===== src/rtl/johnson_counter_param.sv =====
// Parameterised Johnson (twisted-ring) counter.
// - WIDTH bits of register, 2*WIDTH states per cycle.
// - A prescaler issues one advance every DIV enabled cycles.
// - dir selects counting up or down.
// - A synchronous load takes priority over counting.
// - Any illegal pattern is forced back to zero. That correction is reported by
//   a one-cycle illegal pulse.
// - tc pulses for one cycle after an advance that wraps the step index.
module johnson_counter_param #(
    parameter int WIDTH = 4,
    parameter int DIV   = 1
) (
    input  logic                           clk,
    input  logic                           reset,
    input  logic                           en,
    input  logic                           dir,
    input  logic                           load,
    input  logic [WIDTH-1:0]               load_val,
    output logic [WIDTH-1:0]               q,
    output logic [$clog2(2*WIDTH)-1:0]     step,
    output logic                           tc,
    output logic                           illegal
);

    localparam int NSTATES = 2 * WIDTH;
    localparam int SW      = $clog2(NSTATES);
    // Prescaler width; a 1-bit counter that never leaves 0 when DIV == 1.
    localparam int PW      = (DIV > 1) ? $clog2(DIV) : 1;
    localparam logic [PW-1:0] PRE_LAST = PW'(DIV - 1);
    localparam logic [SW-1:0] STEP_LAST = SW'(NSTATES - 1);

    logic [PW-1:0]     pre_reg;
    logic [WIDTH-1:0]  q_reg;
    logic              tc_reg;
    logic              illegal_reg;

    logic [NSTATES-1:0] hit;
    logic [SW-1:0]      idx [NSTATES];
    logic [SW-1:0]      step_dec;
    logic               legal;

    logic [WIDTH-1:0]  q_up;
    logic [WIDTH-1:0]  q_down;
    logic              wrap_next;

    // One comparator per legal state; at most one can match a given q.
    for (genvar gi = 0; gi < NSTATES; gi++) begin : g_state
        localparam logic [31:0] ONES = (gi <= WIDTH)
                                     ? ((32'd1 << gi) - 32'd1)
                                     : ~((32'd1 << (gi - WIDTH)) - 32'd1);
        localparam logic [WIDTH-1:0] PAT = ONES[WIDTH-1:0];
        assign hit[gi] = (q_reg == PAT);
        assign idx[gi] = hit[gi] ? SW'(gi) : '0;
    end

    // Collapse the one-hot match into a binary step index (illegal -> 0).
    always_comb begin
        step_dec = '0;
        for (int i = 0; i < NSTATES; i++) begin
            step_dec = step_dec | idx[i];
        end
    end

    assign legal  = |hit;
    assign q_up   = {q_reg[WIDTH-2:0], ~q_reg[WIDTH-1]};
    assign q_down = {~q_reg[0], q_reg[WIDTH-1:1]};
    // Wrap happens leaving the last state going up, or leaving state 0 going down.
    assign wrap_next = dir ? (step_dec == '0) : (step_dec == STEP_LAST);

    // State update: reset > load > illegal correction > advance > hold.
    always_ff @(posedge clk or posedge reset) begin
        if (reset) begin
            q_reg       <= '0;
            pre_reg     <= '0;
            tc_reg      <= 1'b0;
            illegal_reg <= 1'b0;
        end else if (load) begin
            q_reg       <= load_val;
            pre_reg     <= '0;
            tc_reg      <= 1'b0;
            illegal_reg <= 1'b0;
        end else if (!legal) begin
            q_reg       <= '0;
            pre_reg     <= '0;
            tc_reg      <= 1'b0;
            illegal_reg <= 1'b1;
        end else begin
            illegal_reg <= 1'b0;
            if (en) begin
                if (pre_reg == PRE_LAST) begin
                    pre_reg <= '0;
                    q_reg   <= dir ? q_down : q_up;
                    tc_reg  <= wrap_next;
                end else begin
                    pre_reg <= pre_reg + PW'(1);
                    tc_reg  <= 1'b0;
                end
            end else begin
                tc_reg <= 1'b0;
            end
        end
    end

    assign q       = q_reg;
    assign step    = step_dec;
    assign tc      = tc_reg;
    assign illegal = illegal_reg;

endmodule


===== config.mk =====
export PLATFORM = sky130hd
export DESIGN_NAME = johnson_counter_param
export DESIGN_NICKNAME = d
export VERILOG_FILES = /design/src/rtl/johnson_counter_param.sv
export SDC_FILE = /design/constraint.sdc
export NUM_CORES = 1
export LEC_CHECK = 0
export BUFFER_PORTS_ARGS = -buffer_cell sky130_fd_sc_hd__buf_2
export CORE_AREA = 2 2 39 41
export CTS_CLUSTER_SIZE = 25
export DETAILED_ROUTE_END_ITERATION = 6
export DIE_AREA = 0 0 41 43
export PLACE_DENSITY = 0.63
export RECOVER_POWER = 50
export SLEW_MARGIN = 25
export SYNTH_ARGS = -nofsm -noshare
export SYNTH_HDL_FRONTEND = slang
export SYNTH_SLANG_ARGS = --single-unit

===== constraint.sdc =====
create_clock -name clk -period 1.7 [get_ports clk]
set_input_delay 0.255 -clock clk [delete_from_list [all_inputs] [get_ports clk]]
set_output_delay 0.255 -clock clk [all_outputs]
set_load 0.02 [all_outputs]

==> results.md <==
| Step | Metric | This run |
|:---|:---|:---|
| global routing | Number of antenna violations at the first check in global routing | 0 |
| synth | Synth Flop Type | sky130_fd_sc_hd__dfrtp_1 |
| synth | Count of cell types in the netlist | 32 |
| cells and area | Commonest cells after routing, fill and taps aside | sky130_fd_sc_hd__buf_2 (14), sky130_fd_sc_hd__nand2_1 (8), sky130_fd_sc_hd__dfrtp_1 (6) |
| die | DIE AREA | 0.00176 sq mm |
| clock tree | Clk_lat worst skew | 0.24 ns |
| job | Max-capacitance violation count | 0 |
| routing | Via-per-instance ratio | 5.21 |
| clock tree | Root buffer selected by CTS | sky130_fd_sc_hd__clkbuf_4 |
| routing | Remaining antenna violation count after routing | 0 |
| cells and area | Layout Nets | 87 |
| sta | Fin Setup TNS | 0 ns |
| clock tree | Post-cts sizing count | 0 |
| synth | Mean instance size in the synthesized netlist | 8.55 sq um |
| global routing | Vias in the first global route | 444 |
| die | Number of placed I/O pins | 18 |
| clock tree | CTS Sinks | 6 |
| sta | Count of final hold-check violations | 0 |
| sta | Worst Hold Margin | 0.246 ns |
| placement | Input/output buffers | 17 |
| synth | Summed instance area of the synthesized netlist | 504 sq um |
| synth | Flip-flop and latch count after synthesis | 6 |
| power | Cell Pwr Density | 1410 mW/mm^2 |
| die | Die width | 41 um |
| sta | Final clock skew | 0.00170 ns |
| clock tree | Number of buffers created by CTS | 3 |
| clock tree | Clock-pin slew on the worst setup and hold paths | 0.04 ns |
| clock tree | Buffer levels on the longest clock path | 2 |
| global routing | Total congestion overflow after global routing | 0 |
| cells and area | Leading cell type in the layout, fill and taps excluded | sky130_fd_sc_hd__buf_2 |
| die | Area of the placeable core | 0.00138 sq mm |
| placement | Final GP Congestion | 0.843 |
| cells and area | Number of antenna cells inserted | 0 |
| routing | Final wirelength | 1180 um |
| sta | Actual transition at the worst max-transition pin | 0.332 ns |
| placement | Half-perimeter wire length of the detailed placement result | 839 um |
| routing | Number of iterations in the first detailed-routing pass | 4 |
| sta | Crit path setup slack, layout | 0.164 ns |
| power | LEAKAGE | 0.298 nW |
| cells and area | Area growth from synthesis to layout | 22.6% |
| global routing | Pin count of the biggest net entering global routing | 13 |
| routing | Number of DRC markers after the initial detailed-route iteration | 5 |
| clock tree | CTS tree | yes |
| clock tree | H-tree level count | 1 |
| cells and area | Flip-flop count of the largest register after layout | 4 |
| placement | Worst slack after detailed placement | 0.155 ns |
| cells and area | Util after Layout | 44.7% |
| setup path | Timing startpoint of the critical path | q[2] |
| setup path | Worst setup SP type | flop |
| sta | Min Tclk post-route | 1.54 ns |
| cells and area | Fin cells | 92 |
| cells and area | Fraction of final layout cells sized beyond drive strength 1 | 30.3% |
| setup path | Endpoint type of the worst setup path | flop |
| global routing | First-pass GRT wire length | 1920 um |
| die | Starting density of the core | 36.4% |
| sta | Setup repair after global routing missed its margin | false |
| placement | Count of placed standard cells including taps | 88 |
| die | Die outline height | 43 um |
| worst hold path | Origin of the worst min-delay path | load_val[2] |
| die | Num rows | 14 |
| outcome | Status | finished clean |
| synth | Synthesized instance count | 59 |
| sta | Finish-stage setup viols | 0 |
| sta | Worst slew margin relative to its limit | 77.2% |
| synth | Mapped Nets | 68 |
| setup path | Required time of the critical path | 1.82 ns |
| synth | Sequential element share of the synthesized area | 29.8% |
| synth | Number of enable flip-flop cells after synthesis | 0 |
| setup path | Maximum fanout encountered on the critical timing path | 12 |
| synth | Yosys warning count | 0 |
| routing | DRC violation count after routing | 0 |
| synth | Share of async-settable or async-resettable flops after synthesis | 100% |
| setup path | Worst Path Arrival | 1.66 ns |
| sta | Share of the cycle needed by the critical path after routing | 90.4% |
| global routing | Global router's overall resource usage | 16.0% |
| setup path | Startpoint of the worst register-to-register path | q[2] |
| clock tree | Postcts setup bufs | 0 |
| sta | Max frequency | 0.651 GHz |
| cells and area | Fillcell total | 147 |
| worst hold path | Min-delay worst type | in -> reg |
| routing | DR WL/cell | 12.8 um |
| routing | DR vias | 479 |
| power | Largest vdd supply drop | 358 uV |
| sta | Total count of max-transition violations in the final report | 0 |
| setup path | Class of the most critical setup path | reg -> reg |
-- metrics by stage --
stage	area, sq um	total power, mW
3_5_place_dp	589	0.745
5_1_grt	618	0.941
3_3_place_gp	589	0.739
6_report	618	0.872
4_1_cts	622	0.879
2_1_floorplan	504	0.615
-- kinds of logic after synthesis --
| logic type | Yosys count | synth area share (%) |
|---|---|---|
| AOI/OAI and AO/OA | 17 | 26.8 |
| muxes | 3 | 6.20 |
| DFF | 6 | 29.8 |
| buffers and inverters | 9 | 9.18 |
| xor gates and xnor gates | 2 | 3.47 |
| and+or+nand+nor | 22 | 24.6 |
-- Yosys cell counts, types with 2 or more instances --
master                      n  area, sq um
sky130_fd_sc_hd__a21oi_1    3         15.0
sky130_fd_sc_hd__and2_1     2         12.5
sky130_fd_sc_hd__nand2_1    8         30.0
sky130_fd_sc_hd__dfrtp_1    6          150
sky130_fd_sc_hd__o221a_1    3         33.8
sky130_fd_sc_hd__nor2_1     3         11.3
sky130_fd_sc_hd__buf_2      4         20.0
sky130_fd_sc_hd__mux2i_1    2         20.0
sky130_fd_sc_hd__o2111ai_1  2         17.5
sky130_fd_sc_hd__o21ai_0    2         10.0
sky130_fd_sc_hd__inv_1      3         11.3
-- repair_timing --
| action | 4_1_cts | 5_1_grt |
|---|---|---|
| endpoints found under the hold margin | 6 | 0 |
| setup endpoints to repair | 0 | 0 |
| hold buffers | 1 | 0 |
-- area by class of cell --
| cell class | instances | area [sq um] | share of cell area [%] |
|---|---|---|---|
| Clock buffer | 3 | 22.5 | 3.64 |
| Inverter | 3 | 11.3 | 1.82 |
| Multi-Input combinational cell | 44 | 308 | 49.8 |
| Sequential cell | 6 | 150 | 24.3 |
| Tap cell | 16 | 20.0 | 3.24 |
| Timing Repair Buffer | 20 | 106 | 17.2 |
-- worst max-delay path: stages, from the launching register on --
cell,delay (ns)
sky130_fd_sc_hd__dfrtp_1,0.50
sky130_fd_sc_hd__or3_4,0.44
sky130_fd_sc_hd__o22a_1,0.23
sky130_fd_sc_hd__o221a_1,0.25
-- report_power, final --
| part | switching (mW) | total (mW) | internal (mW) | leakage (nW) |
|---|---|---|---|---|
| clock | 0.0509 | 0.131 | 0.0798 | 0.0138 |
| sequential | 0.0640 | 0.246 | 0.182 | 0.0769 |
| combinational | 0.284 | 0.495 | 0.211 | 0.207 |
-- per-layer routing --
layer	wire length (um)	GRT usage, %	vias to the layer above
li1	-	-	248
met1	534	19.9	217
met2	574	24.7	12
met3	49	0	2
met4	19	12.0	0
met5	0	0	-
-- worst paths after layout --
| kind | end | slack [ns] | cells after the start |
|---|---|---|---|
| max in group asynchronous | q[3] | 1.05 | 3 |
| worst max register to register | q[3] | 0.16 | 3 |
| worst max-delay path | q[3] | 0.16 | 3 |
| worst min-delay path | q[2] | 0.25 | 2 |
| min in group asynchronous | q[1] | 0.46 | 3 |
| worst min register to register | q[3] | 0.66 | 1 |
(Power assumes the default switching activity.)
